File: config.mk
export PLATFORM = sky130hd
export DESIGN_NAME = nibble_serial_subtractor
export DESIGN_NICKNAME = d
export VERILOG_FILES = /design/src/rtl/nibble_serial_subtractor_pkg.sv /design/src/rtl/nibble_serial_subtractor_cla.sv /design/src/rtl/nibble_serial_subtractor.sv
export SDC_FILE = /design/constraint.sdc
export NUM_CORES = 1
export LEC_CHECK = 0
export ABC_CLOCK_PERIOD_IN_PS = 2500
export BUFFER_PORTS_ARGS = -buffer_cell sky130_fd_sc_hd__clkbuf_2
export CAP_MARGIN = 20
export CORE_MARGIN = 5
export CORE_UTILIZATION = 49
export DETAILED_ROUTE_END_ITERATION = 7
export PLACE_DENSITY_LB_ADDON = 0.15
export SETUP_SLACK_MARGIN = 0.5
export SLEW_MARGIN = 20
export SYNTH_ARGS = -nofsm -noshare
export SYNTH_HDL_FRONTEND = slang
export SYNTH_SLANG_ARGS = --single-unit
File: constraint.sdc
create_clock -name clk -period 2.5 [get_ports clk]
set_clock_uncertainty 0.15 [all_clocks]
set_input_delay 0.125 -clock clk [delete_from_list [all_inputs] [get_ports clk]]
set_output_delay 0.125 -clock clk [all_outputs]
set_load 0.02 [all_outputs]
File: src/rtl/nibble_serial_subtractor_pkg.sv
// Shared constants and the FSM state type for the nibble-serial subtractor.
package nibble_serial_subtractor_pkg;

   localparam int NIBBLE_W = 4;

   typedef enum logic [1:0] {
      ST_IDLE = 2'd0,
      ST_RUN  = 2'd1,
      ST_DONE = 2'd2
   } state_t;

endpackage

File: src/rtl/nibble_serial_subtractor_cla.sv
// 4-bit carry-lookahead adder slice: s = x + y + cin, with carry-out.
module carry_lookahead_4bit
   import nibble_serial_subtractor_pkg::*;
(
   input  logic [NIBBLE_W-1:0] x,
   input  logic [NIBBLE_W-1:0] y,
   input  logic                cin,
   output logic [NIBBLE_W-1:0] s,
   output logic                cout
);

   logic [NIBBLE_W-1:0] g;
   logic [NIBBLE_W-1:0] p;
   logic [NIBBLE_W:0]   c;

   assign g = x & y;
   assign p = x ^ y;

   // Every carry is a flat sum of generate/propagate terms, no ripple.
   assign c[0] = cin;
   assign c[1] = g[0] | (p[0] & cin);
   assign c[2] = g[1] | (p[1] & g[0]) | (p[1] & p[0] & cin);
   assign c[3] = g[2] | (p[2] & g[1]) | (p[2] & p[1] & g[0])
               | (p[2] & p[1] & p[0] & cin);
   assign c[4] = g[3] | (p[3] & g[2]) | (p[3] & p[2] & g[1])
               | (p[3] & p[2] & p[1] & g[0]) | (p[3] & p[2] & p[1] & p[0] & cin);

   assign s    = p ^ c[NIBBLE_W-1:0];
   assign cout = c[NIBBLE_W];

endmodule

File: src/rtl/nibble_serial_subtractor.sv
// Multi-cycle subtractor D = A - B: one shared 4-bit CLA slice, one nibble per clock, LSB first.
module nibble_serial_subtractor
   import nibble_serial_subtractor_pkg::*;
#(
   parameter int WIDTH = 16
) (
   input  logic             clk,
   input  logic             rst_n,
   input  logic             in_valid,
   output logic             in_ready,
   input  logic [WIDTH-1:0] a,
   input  logic [WIDTH-1:0] b,
   output logic             out_valid,
   input  logic             out_ready,
   output logic [WIDTH-1:0] diff,
   output logic             borrow,
   output logic             overflow
);

   localparam int NIBBLES = WIDTH / NIBBLE_W;
   localparam int KW      = (NIBBLES > 1) ? $clog2(NIBBLES) : 1;
   localparam logic [KW-1:0] K_LAST = KW'(NIBBLES - 1);

   generate
      if ((WIDTH % NIBBLE_W) != 0 || WIDTH < NIBBLE_W) begin : g_width_check
         $error("nibble_serial_subtractor: WIDTH must be a multiple of 4 and >= 4");
      end
   endgenerate

   // Handshakes: a transfer happens on a rising edge where valid && ready are both high.
   state_t              state;
   state_t              state_next;
   logic [WIDTH-1:0]    a_q;
   logic [WIDTH-1:0]    b_q;
   logic                carry_q;
   logic [KW-1:0]       k_q;
   logic [NIBBLE_W-1:0] x;
   logic [NIBBLE_W-1:0] y;
   logic [NIBBLE_W-1:0] s;
   logic                cout;
   logic                accept;
   logic                last;

   assign x      = a_q[k_q*NIBBLE_W +: NIBBLE_W];
   assign y      = ~b_q[k_q*NIBBLE_W +: NIBBLE_W];
   assign accept = in_valid && in_ready;
   assign last   = (k_q == K_LAST);

   carry_lookahead_4bit u_cla (
      .x    (x),
      .y    (y),
      .cin  (carry_q),
      .s    (s),
      .cout (cout)
   );

   always_ff @(posedge clk or negedge rst_n) begin
      if (!rst_n) begin
         state <= ST_IDLE;
      end else begin
         state <= state_next;
      end
   end

   always_comb begin
      state_next = state;
      in_ready   = 1'b0;
      out_valid  = 1'b0;
      case (state)
         ST_IDLE: begin
            in_ready = 1'b1;
            if (in_valid) state_next = ST_RUN;
         end
         ST_RUN: begin
            if (last) state_next = ST_DONE;
         end
         ST_DONE: begin
            out_valid = 1'b1;
            if (out_ready) state_next = ST_IDLE;
         end
         default: state_next = ST_IDLE;
      endcase
   end

   // Carry starts at 1 so that A + ~B + 1 yields A - B.
   always_ff @(posedge clk or negedge rst_n) begin
      if (!rst_n) begin
         a_q      <= '0;
         b_q      <= '0;
         carry_q  <= 1'b0;
         k_q      <= '0;
         diff     <= '0;
         borrow   <= 1'b0;
         overflow <= 1'b0;
      end else if (accept) begin
         a_q     <= a;
         b_q     <= b;
         carry_q <= 1'b1;
         k_q     <= '0;
         diff    <= '0;
      end else if (state == ST_RUN) begin
         diff[k_q*NIBBLE_W +: NIBBLE_W] <= s;
         carry_q <= cout;
         k_q     <= k_q + KW'(1);
         if (last) begin
            borrow   <= ~cout;
            overflow <= (a_q[WIDTH-1] != b_q[WIDTH-1]) && (s[NIBBLE_W-1] != a_q[WIDTH-1]);
         end
      end
   end

endmodule

# Word-level counts from Yosys, hierarchy flattened
# Index checks and enable logic that the tools add are counted.
# W data, S select, Z words.
[totals] register_bits=55 in_bits=36 out_inout_bits=20 elab_cells=73
[classes] add_sub_neg=2 n_eq_ne=8 n_shift=4 muxes=13 n_bitwise=32 n_reduce_logical=6
[op_table] cell="$neg A4 Y34" n=1
[op_table] cell="$shift A4 B34 Y16 const A" n=1
[op_table] cell="$shiftx A4 B34 Y16" n=1
[op_table] cell="$mux W16" n=2
[op_table] cell="$shiftx A16 B5 Y4" n=2
[op_table] cell="$and A1 B1 Y1" n=16
[op_table] cell="$bwmux W16" n=1
[op_table] cell="$mux W2" n=5
[op_table] cell="$or A1 B1 Y1" n=10
[op_table] cell="$xor A4 B4 Y4" n=2
[op_table] cell="$ne A2 B2 Y1 const B" n=3
[op_table] cell="$pmux W2 S3" n=1
[op_table] cell="$reduce_and A3 Y1" n=2
[op_table] cell="$and A4 B4 Y4" n=1
[op_table] cell="$eq A2 B2 Y1 const B" n=2
[op_table] cell="$mux W1" n=4
[op_table] cell="$not A4 Y4" n=1
[op_table] cell="$add A2 B1 Y2 const B" n=1
[op_table] cell="$eq A2 B1 Y1 const B" n=1
[op_table] cell="$logic_and A1 B1 Y1" n=2
[op_table] cell="$logic_not A2 Y1" n=1
[op_table] cell="$ne A1 B1 Y1" n=2
[op_table] cell="$not A1 Y1" n=2
[op_table] cell="$reduce_bool A2 Y1" n=1

# Logic depth before layout (Yosys ltp)
[logic_depth] depth_word=12 mapped_depth=8 mapped_depth_nobuf=7

# Hierarchy
# From an unflattened synthesis, not the netlist that was laid out.
[unflattened] cells_unflattened=253 hier_area_um2=2635.0
[by_module_without_submodules] mod="nibble_serial_subtractor" n_inst=1 cells_per_inst=236 area_per_inst_um2=2487.4 seq_area_each_um2=1376.3
[by_module_without_submodules] mod="carry_lookahead_4bit" n_inst=1 cells_per_inst=17 area_per_inst_um2=147.6 seq_area_each_um2=0.0

# Worst setup path after synthesis
# OpenSTA, ideal clock, no wires.
[synth_timing] path_type="reg-to-reg" start="reg k_q[0]" end="reg overflow" setup_time_ns=0.124 t_arrival_ns=2.255 t_required_ns=2.226 slack_ns=-0.029 path_stages_with_launch=8 path_buffers=1 synth_period_minus_slack_ns=2.529 path_cell_list="dfrtp_1 buf_4 mux4_2 ha_1 a21oi_1 nor2_1 o31a_1 a211o_1"
[synth_between] elab_chain_len=10 elab_cells_between_ends=18 classes_between="eq/ne: 2; shift: 2; bitwise: 12; reduce/logical: 2"
[synth_lines] element="from (decl)" line_no="nibble_serial_subtractor.sv:36" text="logic [KW-1:0] k_q;"
[synth_lines] element="from (signal assigned)" line_no="nibble_serial_subtractor.sv:104" text="k_q <= k_q + KW'(1);"
[synth_lines] element="$shiftx A16 B5 Y4" line_no="nibble_serial_subtractor.sv:45" text="assign y = ~b_q[k_q*NIBBLE_W +: NIBBLE_W];"
[synth_lines] element="$not A4 Y4" line_no="nibble_serial_subtractor.sv:45"
[synth_lines] element="$xor A4 B4 Y4 / $and A4 B4 Y4 (equally long branches)" line_no="nibble_serial_subtractor_cla.sv:17, nibble_serial_subtractor_cla.sv:16"
[synth_lines] element="$and A1 B1 Y1 (on tied branches)" line_no="nibble_serial_subtractor_cla.sv:23, nibble_serial_subtractor_cla.sv:24"
[synth_lines] element="$or A1 B1 Y1, or another cell as far along" line_no="nibble_serial_subtractor_cla.sv:23" text="assign c[3] = g[2] | (p[2] & g[1]) | (p[2] & p[1] & g[0])"
[synth_lines] element="$or A1 B1 Y1 / $and A1 B1 Y1 (equally long branches)" line_no="nibble_serial_subtractor_cla.sv:23, nibble_serial_subtractor_cla.sv:24"
[synth_lines] element="$or A1 B1 Y1" line_no="nibble_serial_subtractor_cla.sv:24" text="| (p[2] & p[1] & p[0] & cin);"
[synth_lines] element="$xor A4 B4 Y4" line_no="nibble_serial_subtractor_cla.sv:28" text="assign s = p ^ c[NIBBLE_W-1:0];"
[synth_lines] element="$ne A1 B1 Y1" line_no="nibble_serial_subtractor.sv:107" text="overflow <= (a_q[WIDTH-1] != b_q[WIDTH-1]) && (s[NIBBLE_W-1] != a_q[WIDTH-1]);"
[synth_lines] element="$logic_and A1 B1 Y1" line_no="nibble_serial_subtractor.sv:107"
[synth_lines] element="to (signal assigned)" line_no="nibble_serial_subtractor.sv:107"
[synth_lines] element="to (decl)" line_no="nibble_serial_subtractor.sv:17" text="output logic overflow"
# Parallel ways exist; a longest one is shown, timed or not.
# A chain may end at the register's enable or synchronous reset.

# Final worst setup path
# Ends and elaborated chain as after synthesis.

==> flow_summary_export.csv <==
group,metric,value,unit
logic_synthesis,synth_top_cell_area_share,51.86,%
clock_network,cts_tree,"built",
global_route,initial_antenna_violation_count,0,
floorplan,starting_utilization_of_the_core_area,51.31,%
logic_synthesis,ys_seq_area_share,51.86,%
global_route,grt-ovfl-total,0,
clock_network,clock_latency,0.31,ns
clock_network,htree_num_levels,2,
clock_network,reg_clk_slew_reported_paths,0.09,ns
logic_synthesis,async_reset_ff_share,100.0,%
power,switchingPower,2.285,mW
logic_synthesis,yosysWarningCount,0,
clock_network,cts_buffers,5,
floorplan,die_area,6987,um^2
detailed_routing,dr.first_iter.drc_count,114,
worst_setup_path,setup.worst_path.start,"k_q[0]$_DFFE_PN0P_",
finish,multi_input_area,1299,um^2
detailed_routing,dr.pass1.iters,4,
worst_setup_path,reg2reg_from,"k_q[0]$_DFFE_PN0P_",
place,port_buffers,55,
worst_setup_path,critPathKind,"flip-flop to flip-flop",
finish,synthToLayoutAreaGrowth,37.53,%
power,p_sw_share,40.04,%
clock_network,cts-root-buf,"sky130_fd_sc_hd__clkbuf_8",
sta,min_period_over_period,97.48,%
floorplan,design.core.area,5172,um^2
logic_synthesis,synth.cell_area,2654,um^2
worst_setup_path,crit_path_start_kind,"flip-flop",
floorplan,core.rowCount,26,
finish,antennaDiodeCount,0,
power,power_frac_clock,8.6,%
logic_synthesis,synth_top_cell_by_area,"sky130_fd_sc_hd__dfrtp_1",
finish,instances_no_fill,365,
power,sequentialPowerShare,27.2,%
detailed_routing,route.detailed.drc,0,
logic_synthesis,most_instantiated_flip_flop_cell_in_the_synthesis_netlist,"sky130_fd_sc_hd__dfrtp_1",
floorplan,die_w,83.59,um
floorplan,io-pin-count,56,
worst_setup_path,required,2.55,ns
power,vdd_ir_drop_max,855.2,uV
power,power.leakage,1.719,nW
clock_network,clockBufferDepth,2,
finish,design_area,3650,um^2
worst_setup_path,rrSetupSlack,0.06,ns
worst_setup_path,cp_cell_sequence,"buf_12 > mux4_2 > ha_4 > a211oi_2 > o21a_1 > nor3_2 > buf_4 > a211o_1",
detailed_routing,post_drt_via_cell_ratio,5.167,
sta,slew_viol_final,0,
power,power.combinational.fraction,64.1,%
logic_synthesis,yosys-top-cells-area,"sky130_fd_sc_hd__dfrtp_1 52%, sky130_fd_sc_hd__mux2_2 14%, sky130_fd_sc_hd__mux4_2 6.8%, sky130_fd_sc_hd__a22o_1 5.3%, sky130_fd_sc_hd__ha_1 4.2%",
worst_setup_path,cp_slowest_stage_delay,0.57,ns
detailed_routing,routed-via-count,1886,
finish,final-seq-area,1376,um^2
min_path,hp-class,"primary input to async pin",
place,post-dp-hpwl,3850,um
logic_synthesis,number_of_synthesized_flops_with_an_enable_pin,0,
sta,rsz_0062_raised_after_global_routing,"yes",
power,cellInternalPower,3.422,mW
place,globalplace.congestion,0.7861,
worst_setup_path,worst-endpoint-arrival,2.48,ns
finish,post_route_cells_drive_above_1_share,48.47,%
sta,finalCriticalPeriod,2.437,ns
floorplan,height_of_the_chip,83.59,um
place,placed_cell_area,3087,um^2
worst_setup_path,r2r_cells,8,
finish,num-nets-final,341,
sta,achievable-frequency,410.3,MHz
power,power-per-cell-area,1564,nW/um^2
logic_synthesis,synth.net_count,235,
detailed_routing,routed_wl,5549,um
job,cap_viol_max_count,0,
sta,setup_violations,0,
global_route,wire_length_of_the_first_global_routing_pass,9604,um
worst_setup_path,timing.critical_path.slowest_stage_cell,"sky130_fd_sc_hd__mux4_2",
worst_setup_path,worst-path-max-fanout,8,
detailed_routing,wire_per_inst,15.20,um
global_route,grt_use_total,16.89,%
logic_synthesis,postSynthCellCount,189,
logic_synthesis,ys_types,37,
logic_synthesis,synth.avg_cell_area,14.04,um^2
finish,fill_cells,357,
sta,slew-limit-headroom,70.51,%
clock_network,cts.sink_count,55,
finish,utilization,70.56,%
outcome,status,"finished, final reports clean",
sta,tightest_slew,0.4424,ns
global_route,vias_in_the_first_global_route,2041,
place,placedCellCount,316,
sta,hold_violations,0,
logic_synthesis,synth-seq-cells,55,
detailed_routing,route.antenna.remaining_nets,0,
worst_setup_path,setup.worst_path.end_class,"flip-flop",
global_route,grt_max_degree,35,
-- layer usage --
metal / share of wire [%] / up-vias / GRT usage (%)
li1: - / 903 / -
met1: 43 / 926 / 21.15
met2: 50 / 47 / 28.49
met3: 4.7 / 10 / 4.442
met4: 1.7 / 0 / 5.409
met5: 0 / - / 0
-- critical path: cells and delay by family, from the launching register on --
kind / cells / cell delay (ns)
AOI/OAI and AO/OA: 3 / 0.61
muxes: 1 / 0.57
DFF: 1 / 0.40
buffers and inverters: 2 / 0.29
adders and majority gates: 1 / 0.26
and+or+nand+nor: 1 / 0.04
-- Yosys cell counts (2+ instances only) --
library cell and count:
sky130_fd_sc_hd__dfrtp_1 55, sky130_fd_sc_hd__mux2_2 33, sky130_fd_sc_hd__a22o_1 16, sky130_fd_sc_hd__inv_1 10
sky130_fd_sc_hd__ha_1 9, sky130_fd_sc_hd__mux4_2 8, sky130_fd_sc_hd__nand2_1 8, sky130_fd_sc_hd__a21oi_1 6
sky130_fd_sc_hd__buf_4 5, sky130_fd_sc_hd__a21o_1 4, sky130_fd_sc_hd__nor2_1 4, sky130_fd_sc_hd__nor3_1 2
sky130_fd_sc_hd__nor3b_1 2, sky130_fd_sc_hd__nor4b_4 2, sky130_fd_sc_hd__o21ai_0 2, sky130_fd_sc_hd__xnor2_1 2
-- power groups by stage --
stage | registers [mW] | logic [mW] | clock network, mW
2_1_floorplan | 1.58 | 2.20 | 0
3_3_place_gp | 1.58 | 2.96 | 0
3_5_place_dp | 1.58 | 2.99 | 0
4_1_cts | 1.56 | 3.21 | 0.507
5_1_grt | 1.61 | 3.97 | 0.545
6_report | 1.56 | 3.66 | 0.493
-- worst paths after layout --
check | to
worst max-delay path | overflow$_DFFE_PN0P_
worst min-delay path | diff[5]$_DFFE_PN0P_
worst max register to register | overflow$_DFFE_PN0P_
worst min register to register | diff[9]$_DFFE_PN0P_
max in group asynchronous | k_q[0]$_DFFE_PN0P_
min in group clk | diff[9]$_DFFE_PN0P_
-- cell usage in the layout (no fill, tap or decap), types with 2 or more instances in the layout --
cell | netlist | layout
sky130_fd_sc_hd__mux2_2 | 33 | 33
sky130_fd_sc_hd__a21o_1 | 4 | 4
sky130_fd_sc_hd__ha_4 | 0 | 4
sky130_fd_sc_hd__clkbuf_8 | 0 | 6
sky130_fd_sc_hd__dfrtp_1 | 55 | 55
sky130_fd_sc_hd__inv_1 | 10 | 8
sky130_fd_sc_hd__ha_1 | 9 | 5
sky130_fd_sc_hd__clkbuf_2 | 0 | 55
sky130_fd_sc_hd__nor3_2 | 1 | 2
sky130_fd_sc_hd__nor4b_4 | 2 | 2
sky130_fd_sc_hd__dlygate4sd3_1 | 0 | 35
sky130_fd_sc_hd__nand2_1 | 8 | 8
sky130_fd_sc_hd__a21oi_1 | 6 | 4
sky130_fd_sc_hd__buf_4 | 5 | 14
sky130_fd_sc_hd__nor3b_1 | 2 | 2
sky130_fd_sc_hd__a22o_1 | 16 | 16
sky130_fd_sc_hd__a21oi_2 | 0 | 2
sky130_fd_sc_hd__inv_2 | 0 | 2
sky130_fd_sc_hd__mux4_2 | 8 | 8
sky130_fd_sc_hd__nor2_1 | 4 | 3
sky130_fd_sc_hd__nor2_4 | 1 | 2
-- layout make-up --
class / instances / share of cell area [%]
Timing Repair Buffer: 106 / 20.88
Tap cell: 70 / 2.400
Sequential cell: 55 / 37.71
Clock inverter: 1 / 0.1371
Inverter: 10 / 1.028
Multi-Input combinational cell: 117 / 35.58
Clock buffer: 6 / 2.263
-- what timing repair did --
item / CTS / global route
gates resized for setup: 6 / 8
setup buffers: 2 / 5
endpoints found under the setup margin: 19 / 19
hold endpoints to repair: 89 / 0
pin swaps: 2 / 13
hold buffers: 35 / 0
-- flip-flops by register name, indices dropped and copies added, names as in the netlist --
register,flops
overflow,1
carry_q,1
borrow,1
b_q,16
a_q,16
state,2
diff,16
k_q,2
-- cell families after synthesis --
logic type / share of synthesized area, %
adder cells (fa/ha/maj): 4.998
buffers and inverters: 3.395
AO/OA/AOI/OAI: 9.430
AND/OR/NAND/NOR: 8.864
flip-flops: 51.86
multiplexers: 20.79
XOR/XNOR: 0.6602
-- metrics by stage --
stage          hold slack, ns  setup TNS, ns  power (mW)  setup WS (ns)
2_1_floorplan         -0.3206              0       3.780        0.06267
3_3_place_gp        -0.001568              0       4.539        0.04233
3_5_place_dp         0.002662              0       4.571        0.02823
4_1_cts                0.2069              0       5.283        0.06430
5_1_grt                0.2577        -0.1241       6.132       -0.05624
6_report               0.2063              0       5.708        0.06304
Power figures use the tool's default switching activity.
